==> src/rtl/alarm_pkg.sv <==
// Shared definitions for the alarm set-point keeper: state encoding and field limits.
package alarm_pkg;

    typedef enum logic [1:0] {
        ST_IDLE    = 2'd0,
        ST_ARMED   = 2'd1,
        ST_RINGING = 2'd2
    } ring_state_t;

    localparam int HOUR_W  = 5;
    localparam int MIN_W   = 6;
    localparam int SEC_W   = 6;
    localparam int SEC_MAX = 59;
    localparam int MIN_MAX = 59;
    localparam int CNT_W   = 8;

endpackage

==> src/rtl/alarm_time_keeper_mod_counter.sv <==
// Increment-with-wrap register: counts 0..MODULUS-1 on each inc pulse.
module mod_counter #(
    parameter int WIDTH   = 6,
    parameter int MODULUS = 60
) (
    input  logic             clk,
    input  logic             reset,
    input  logic             inc,
    output logic [WIDTH-1:0] value
);

    always_ff @(posedge clk or posedge reset) begin
        if (reset)
            value <= '0;
        else if (inc)
            value <= (value == WIDTH'(MODULUS - 1)) ? '0 : value + 1'b1;
    end

endmodule

==> src/rtl/alarm_time_keeper.sv <==
// Alarm set-point registers plus the arm/ring/timeout state machine.
module alarm_time_keeper
    import alarm_pkg::*;
#(
    parameter int RING_SECONDS = 60,
    parameter int HOUR_MOD     = 24
) (
    input  logic              clk,
    input  logic              reset,
    input  logic              up_sec,
    input  logic              up_min,
    input  logic              up_hour,
    input  logic              tick_1hz,
    input  logic [HOUR_W-1:0] cur_hour,
    input  logic [MIN_W-1:0]  cur_min,
    input  logic [SEC_W-1:0]  cur_sec,
    input  logic              arm,
    input  logic              dismiss,
    output logic [HOUR_W-1:0] alarm_hour,
    output logic [MIN_W-1:0]  alarm_min,
    output logic [SEC_W-1:0]  alarm_sec,
    output logic              ringing,
    output logic [1:0]        ring_state
);

    ring_state_t       state_q, state_d;
    logic [CNT_W-1:0]  cnt_q, cnt_d;
    logic              match, match_q, match_rise;

    mod_counter #(.WIDTH(SEC_W), .MODULUS(SEC_MAX + 1)) u_sec (
        .clk(clk), .reset(reset), .inc(up_sec), .value(alarm_sec)
    );
    mod_counter #(.WIDTH(MIN_W), .MODULUS(MIN_MAX + 1)) u_min (
        .clk(clk), .reset(reset), .inc(up_min), .value(alarm_min)
    );
    mod_counter #(.WIDTH(HOUR_W), .MODULUS(HOUR_MOD)) u_hour (
        .clk(clk), .reset(reset), .inc(up_hour), .value(alarm_hour)
    );

    assign match      = (cur_hour == alarm_hour) && (cur_min == alarm_min) &&
                        (cur_sec == alarm_sec);
    assign match_rise = match && !match_q;

    always_ff @(posedge clk or posedge reset) begin
        if (reset) begin
            state_q <= ST_IDLE;
            cnt_q   <= '0;
            match_q <= 1'b0;
        end else begin
            state_q <= state_d;
            cnt_q   <= cnt_d;
            match_q <= match;
        end
    end

    always_comb begin
        state_d = state_q;
        cnt_d   = cnt_q;
        if (!arm) begin
            state_d = ST_IDLE;
            cnt_d   = '0;
        end else begin
            case (state_q)
                ST_IDLE: state_d = ST_ARMED;
                ST_ARMED: begin
                    if (match_rise) begin
                        state_d = ST_RINGING;
                        cnt_d   = CNT_W'(RING_SECONDS);
                    end
                end
                ST_RINGING: begin
                    if (dismiss)
                        state_d = ST_ARMED;
                    else if (tick_1hz) begin
                        // The last remaining second ends the ring rather than reaching zero.
                        if (cnt_q == CNT_W'(1))
                            state_d = ST_ARMED;
                        else
                            cnt_d = cnt_q - 1'b1;
                    end
                end
                default: state_d = ST_IDLE;
            endcase
        end
    end

    assign ringing    = (state_q == ST_RINGING);
    assign ring_state = state_q;

endmodule

==> config.mk <==
export PLATFORM = sky130hd
export DESIGN_NAME = alarm_time_keeper
export DESIGN_NICKNAME = d
export VERILOG_FILES = /design/src/rtl/alarm_pkg.sv /design/src/rtl/alarm_time_keeper_mod_counter.sv /design/src/rtl/alarm_time_keeper.sv
export SDC_FILE = /design/constraint.sdc
export NUM_CORES = 1
export LEC_CHECK = 0
export CELL_PAD_IN_SITES_DETAIL_PLACEMENT = 2
export CELL_PAD_IN_SITES_GLOBAL_PLACEMENT = 2
export CORE_MARGIN = 3
export CORE_UTILIZATION = 31
export DETAILED_ROUTE_END_ITERATION = 10
export PLACE_DENSITY_LB_ADDON = 0.12
export SLEW_MARGIN = 0
export SYNTH_ARGS = -nofsm -noshare
export SYNTH_HDL_FRONTEND = slang
export SYNTH_SLANG_ARGS = --single-unit
==> constraint.sdc <==
create_clock -name clk -period 4.11 [get_ports clk]
set_input_delay 0.822 -clock clk [delete_from_list [all_inputs] [get_ports clk]]
set_output_delay 0.822 -clock clk [all_outputs]
set_load 0.03 [all_outputs]
==> results.cfg, run 1 <==
[synthesis]
synth_mux_area_share_pct = 2.87
synth_top_family_by_area = simple AND/OR/NAND/NOR gates
synth_cells = 174
synth-xor-area-share_pct = 12.7
synth.net_count = 204
synth-seq-area-share_pct = 42.3
synth_ff_type = dfrtp_1
synth_compound_area_share_pct = 15.5
avgSynthCellArea_sq_um = 9.51
synthArstFlopShare_pct = 100
synth_seq_cells = 28
synthAdderAreaFrac_pct = 3.78
synth-simple-area-share_pct = 19.1
ys_warn_count = 0
ys_types = 39
synth_edf_count = 0
netlist_area_sq_um = 1660

[clock_network]
cts_root_buffer = clkbuf_8
cts_hold_buf = 0
cts_tree = done
cts.sinks = 28
clk_latency_ps = 280
cts_setup_buffers = 0
path_clk_slew_ps = 110
cts_buffers = 3
h-tree-depth = 1
cts_resized = 0
cts.path.max_buffers = 2

[setup_path]
cp_cell_sequence = nand2b_1 > inv_1 > clkdlybuf4s50_1
worstRegToRegCells = 7
reg2reg_slack_ps = 1690
cp-end-kind = output port
crit_start = ring_state[0]
worst_r2r_endpoint = cnt_q[5]
critPathMaxFanout = 7
crit_required_ps = 3290
r2r-start = cnt_q[1]
slowest_delay_ps = 710
startpoint_type = flop
path_class = reg -> out
crit_arrival_ps = 1900
slowest_stage = clkdlybuf4s50_1

[cells_and_area]
fin_nets = 251
fillCellCount = 556
area.sequential_sq_um = 701
multi_input_area_sq_um = 893
antennaDiodeCount = 0
drive_gt1_share_pct = 5.00
final_cell_mix = clkdlybuf4s50_1, dfrtp_1, xnor2_1
final_common_cell = clkdlybuf4s50_1
final_cells = 287
syn_to_final_growth_pct = 35.7

[timing]
setup_viol = 0
rsz0062_at_grt = false
fin_tns_setup_ps = 0
slew_headroom_pct = 52.1
fmax_mhz = 367
setup_ws_ps = 1380
tightestPinTransition_ps = 714
holdWs_ps = 563
final.period_utilization_pct = 66.3
hold_viol = 0
final-max-slew-violation-count = 0
fin_crit_ps = 2730
finalClockSkew_ps = 7.84

[place]
place_congestion = 0.853
hpwl_microns = 4160
dpl_worst_slack_ps = 1220
io_buffer_count = 44
place_inst = 283

[die]
die_y_microns = 79.1
die_x_microns = 79.1
rows = 25
die_area_sq_um = 6250
core-area_sq_um = 4940
initial_core_util_pct = 33.5
io_pins = 45

[routing]
vias = 1499
drc_errors = 0
postRouteAntennaNets = 0
dr.pass1.iters = 4
wl_microns = 5120
drt-initial-drc-count = 47
routed_via_density = 5.22
avgRoutedWirePerCell_microns = 17.8

[power_and_ir_drop]
combPwrFrac_pct = 48.2
swShare_pct = 43.9
switchingPower_mw = 0.641
ir_worst_vdd_uv = 335
power_mw = 1.46
clkPwrFrac_pct = 15.1
p_per_area_nw_per_um2 = 650
seqPwrFrac_pct = 36.6
p_int_mw = 0.819
p_leak_nw = 0.887

[run_status]
status = finished clean

[hold_path]
hold_end = cnt_q[1]
hp-start = cnt_q[1]
hold_class = reg -> reg
whs_path_depth = 1

[global_route]
grt_start_max_net_pins = 29
grt_first_pass_wirelength_microns = 8940
overflow = 0
grt_pass1_vias = 1778
grt_usage_pct = 18.0
antenna_found_initial = 0

[job]
max-cap-violations = 0
flip-flops by register name (all words and copies together) (netlist names):
name          cells
cnt_q             8
match_q           1
ring_state        2
u_hour.value      5
u_min.value       6
u_sec.value       6
cells in the mapped netlist, drive strengths merged (5+ instances only):
| cell | count | area, sq um |
|---|---|---|
| nand4 | 8 | 50.1 |
| ha | 5 | 62.6 |
| o21ai | 7 | 35.0 |
| nand2 | 16 | 60.1 |
| nor2 | 10 | 37.5 |
| nand3 | 6 | 30.0 |
| inv | 13 | 48.8 |
| nor3 | 5 | 30.0 |
| xnor2 | 20 | 175 |
| dfrtp | 28 | 701 |
| a21oi | 9 | 45.0 |
metrics by stage:
stage | cell area, sq um | util (%)
2_1_floorplan | 1660 | -
3_3_place_gp | 2170 | 44.0
3_5_place_dp | 2170 | 44.0
4_1_cts | 2250 | 45.4
5_1_grt | 2250 | 45.4
6_report | 2250 | 45.4
layer usage:
layer	GRT usage [%]	vias up	routed length (microns)	share of wire [%]
met2	33.3	25	2750	54
met5	0	-	0	0
li1	-	714	-	-
met3	3.17	4	182	3.6
met4	4.12	0	48	0.94
met1	21.5	756	2130	42
worst max-delay path by stage:
stage / endpoint / slack [ps] / cells past startpoint
detailed placement: cnt_q[1] / 1220 / 6
global route: ringing / 1260 / 3
floorplan: cnt_q[1] / 1980 / 5
CTS: ringing / 1360 / 3
global placement: cnt_q[1] / 1310 / 5
finish: ringing / 1380 / 3
power by group through the flow:
stage	combinational (mW)	clock, mW	sequential [mW]
floorplan	0.298	0	0.643
global placement	0.685	0	0.533
detailed placement	0.714	0	0.542
CTS	0.718	0.228	0.537
global route	0.767	0.241	0.561
finish	0.704	0.221	0.535
critical path: cells and delay by family (launching register included):
family | cells | cell delay, ps
flops | 1 | 430
buf+inv | 2 | 930
simple gates | 1 | 260
cell families after synthesis:
logic type,Yosys count
adders and majority gates,5
muxes,4
buffers and inverters,16
xor gates and xnor gates,24
DFF,28
AOI/OAI and AO/OA,37
and+or+nand+nor,60
cell type report:
cell class | instances | area share [%]
Clock inverter | 1 | 1.34
Timing Repair Buffer | 45 | 19.9
Tap cell | 67 | 3.73
Multi-Input combinational cell | 130 | 39.8
Inverter | 13 | 2.17
Sequential cell | 28 | 31.2
Clock buffer | 3 | 1.84
No activity file was read; power rests on OpenSTA's default activity.
==> run 2: changes to the inputs <==
CORE_UTILIZATION = 29   (was 31)
clock period = 2.75 ns   (was 4.11 ns; I/O delays follow)
==> results.cfg, run 2 (synthesized netlist as in run 1, its figures left out) <==
[clock_network]
cts_resized = 0
clk_latency_ps = 280
cts_setup_buffers = 0
cts_hold_buf = 0
path_clk_slew_ps = 100
h-tree-depth = 1
cts.path.max_buffers = 2
cts_tree = done
cts_buffers = 3
cts_root_buffer = clkbuf_8
cts.sinks = 28

[global_route]
overflow = 0
grt_pass1_vias = 1587
antenna_found_initial = 0
grt_usage_pct = 15.8
grt_first_pass_wirelength_microns = 8050
grt_start_max_net_pins = 29

[timing]
finalClockSkew_ps = 5.16
final-max-slew-violation-count = 0
final.period_utilization_pct = 90.5
fin_crit_ps = 2490
setup_viol = 0
fin_tns_setup_ps = 0
holdWs_ps = 559
slew_headroom_pct = 55.8
rsz0062_at_grt = false
setup_ws_ps = 260
hold_viol = 0
tightestPinTransition_ps = 657
fmax_mhz = 402

[setup_path]
r2r-start = cnt_q[1]
critPathMaxFanout = 7
crit_start = ring_state[0]
cp-end-kind = output port
worstRegToRegCells = 7
crit_arrival_ps = 1940
crit_required_ps = 2200
critical_path.endpoint = ringing
reg2reg_slack_ps = 580
path_class = reg -> out
worst_r2r_endpoint = cnt_q[1]
startpoint_type = flop

[routing]
postRouteAntennaNets = 0
drc_errors = 0
vias = 1480
drt-initial-drc-count = 46
avgRoutedWirePerCell_microns = 16.5
wl_microns = 4800
routed_via_density = 5.09
dr.pass1.iters = 4

[power_and_ir_drop]
power_mw = 2.10
clkPwrFrac_pct = 12.6
p_int_mw = 1.16
combPwrFrac_pct = 49.5
swShare_pct = 44.8
seqPwrFrac_pct = 37.9
p_leak_nw = 0.885
switchingPower_mw = 0.942
p_per_area_nw_per_um2 = 938
ir_worst_vdd_uv = 458

[place]
hpwl_microns = 3820
place_congestion = 0.767
dpl_worst_slack_ps = 284
io_buffer_count = 44

[hold_path]
hold_class = reg -> reg
hp-start = cnt_q[1]

[cells_and_area]
drive_gt1_share_pct = 5.43
final_cell_mix = clkdlybuf4s50_1, dfrtp_1, xnor2_1
largest_register_ffs = 8
largest-register = cnt_q
fin_nets = 252
antennaDiodeCount = 0
syn_to_final_growth_pct = 35.4
top_regs = cnt_q: 8 flops, u_min.value: 6 flops, u_sec.value: 6 flops
final_common_cell = clkdlybuf4s50_1

[die]
core-area_sq_um = 5300
initial_core_util_pct = 31.2
rows = 26
io_pins = 45
die_x_microns = 81.6
die_y_microns = 81.6
die_area_sq_um = 6650

[run_status]
status = finished clean

[job]
max-cap-violations = 0
## run 2: cell types whose count changed in the layout (fill, tap and decap cells not counted), sizes merged
cell and change:
buf +1, bufinv -1, clkbuf +1
## run 2: layer usage
layer	share of wire [%]	global-route usage (%)
met3	2.9	1.43
met4	1.2	5.24
met1	46	20.2
met5	0	0
met2	50	27.7
## run 2: how the worst min path moves through the flow
stage	end	depth (start not counted)
2_1_floorplan	cnt_q[1]	1
3_3_place_gp	cnt_q[1]	1
3_5_place_dp	cnt_q[1]	1
4_1_cts	cnt_q[1]	1
5_1_grt	cnt_q[1]	1
6_report	cnt_q[1]	1
## run 2: area by class of cell
| type | instances | area, sq um |
|---|---|---|
| Multi-Input combinational cell | 130 | 893 |
| Timing Repair Buffer | 46 | 455 |
| Fill cell | 587 | 3060 |
| Tap cell | 70 | 87.6 |
| Inverter | 13 | 48.8 |
| Clock buffer | 4 | 55.1 |
| Sequential cell | 28 | 701 |
## run 2: through the flow
step	cell area, sq um	util (%)	cells
final	2240	42.3	291
after global routing	2240	42.3	291
after CTS	2240	42.3	291
after detailed placement	2190	41.2	287
after global placement	2190	41.2	287
after floorplan	1660	-	174
## run 2: worst max-delay path, cell delays in order, from the launching register on
cell and delay [ps]:
dfrtp_1 420, nand2b_1 260, inv_1 260, clkdlybuf4s50_1 720
## run 2: power groups by stage
| stage | combinational, mW | clock (mW) | sequential, mW |
|---|---|---|---|
| after floorplan | 0.445 | 0 | 0.960 |
| after global placement | 1.02 | 0 | 0.792 |
| after detailed placement | 1.05 | 0 | 0.807 |
| after CTS | 1.06 | 0.284 | 0.801 |
| after global routing | 1.13 | 0.298 | 0.836 |
| final | 1.04 | 0.266 | 0.797 |
==> run 3: changes to the inputs <==
CELL_PAD_IN_SITES_DETAIL_PLACEMENT = unset   (was 2)
CELL_PAD_IN_SITES_GLOBAL_PLACEMENT = unset   (was 2)
CORE_MARGIN = unset   (was 3)
CORE_UTILIZATION = 48   (was 29)
RECOVER_POWER = 100   (was unset)
==> results.cfg, run 3 (synthesized netlist as in run 1, its figures left out) <==
[global_route]
grt_start_max_net_pins = 29
grt_pass1_vias = 1417
grt_usage_pct = 22.8
grt_first_pass_wirelength_microns = 6190
overflow = 0
antenna_found_initial = 0

[cells_and_area]
syn_to_final_growth_pct = 32.4
fin_nets = 252
final_cell_mix = dfrtp_1, dlygate4sd3_1, xnor2_1
fillCellCount = 269
largest-register = cnt_q
top_regs = cnt_q: 8 flops, u_min.value: 6 flops, u_sec.value: 6 flops
drive_gt1_share_pct = 4.07
antennaDiodeCount = 0
final_core_utilization_pct = 69.5
largest_register_ffs = 8
final_common_cell = dfrtp_1

[routing]
met3_length_microns = 174
drc_errors = 0
dr.pass1.iters = 4
avgRoutedWirePerCell_microns = 14.1
vias = 1483
wl_met1_microns = 1660
topRoutingLayerUsed = met4
wl_microns = 3740
routed_via_density = 5.60
postRouteAntennaNets = 0
wl_met2_microns = 1890
drt-initial-drc-count = 102

[clock_network]
cts_buffers = 3
path_clk_slew_ps = 160
cts_hold_buf = 0
cts.sinks = 28
clk_latency_ps = 330
cts_tree = done
cts_setup_buffers = 0
cts_root_buffer = clkbuf_4
h-tree-depth = 1
cts.path.max_buffers = 2
cts_resized = 0

[die]
initial_core_util_pct = 52.5
die_x_microns = 60.7
die_area_sq_um = 3690
io_pins = 45
die_y_microns = 60.7
rows = 20
core-area_sq_um = 3150

[job]
max-cap-violations = 0

[setup_path]
worstRegToRegCells = 7
critPathMaxFanout = 7
crit_arrival_ps = 2020
path_class = reg -> out
cp-end-kind = output port
crit_required_ps = 2200
startpoint_type = flop

[power_and_ir_drop]
p_leak_nw = 0.902
p_per_area_nw_per_um2 = 921
power_mw = 2.02
ir_worst_vdd_uv = 583

[timing]
fmax_mhz = 388
fin_tns_setup_ps = 0
fin_crit_ps = 2570
finalClockSkew_ps = 11.5
final-max-slew-violation-count = 0
final.period_utilization_pct = 93.6
rsz0062_at_grt = false
setup_viol = 0
slew_headroom_pct = 2.20
hold_viol = 0
tightestPinTransition_ps = 1470

[hold_path]
whs_path_depth = 1
hold_class = reg -> reg

[place]
io_buffer_count = 44
hpwl_microns = 2940
place_congestion = 0.871

[run_status]
status = finished clean
run 3: path summary, 6_finish.rpt:
kind | from | to | slack [ps]
hold / removal | cnt_q[1] | cnt_q[1] | 550
hold reg to reg | cnt_q[1] | cnt_q[1] | 550
max in group asynchronous | reset | ring_state[0] | 770
setup / recovery | ring_state[0] | ringing | 180
setup reg to reg | cnt_q[1] | cnt_q[4] | 240
min in group asynchronous | reset | u_hour.value[3] | 1120
run 3: layout make-up:
cell class,count,area [sq um],share of cell area (%)
clock buffers,3,22.5,1.03
clock inverters,1,30.0,1.37
inverters,13,48.8,2.23
multi-input cells,130,883,40.3
flip-flops and latches,28,701,32.0
well taps,44,55.1,2.51
repair buffers,46,452,20.6
run 3: report_power, final:
part	internal, mW	switching, mW
clock	0.147	0.127
combinational	0.430	0.540
sequential	0.551	0.225
total	1.13	0.892
run 3: critical path: stages (launching register included):
cell and delay, ps:
dfrtp_1 440, nand2b_1 260, inv_1 230, dlygate4sd3_1 770
run 3: per-layer routing:
layer  track usage [%]  vias to the layer above
met3              2.99                        4
met1              29.7                      717
met2              39.2                       49
li1                  -                      713
met5                 0                        -
met4              7.79                        0
run 3: stage by stage:
step                      setup slack, ps  cell area (sq um)  hold slack [ps]  instances
after global placement                318               2150              521        261
after CTS                             242               2210              554        265
after global routing                  102               2190              583        265
final                                 175               2190              549        265
after floorplan                       693               1660              498        174
after detailed placement              229               2150              535        261
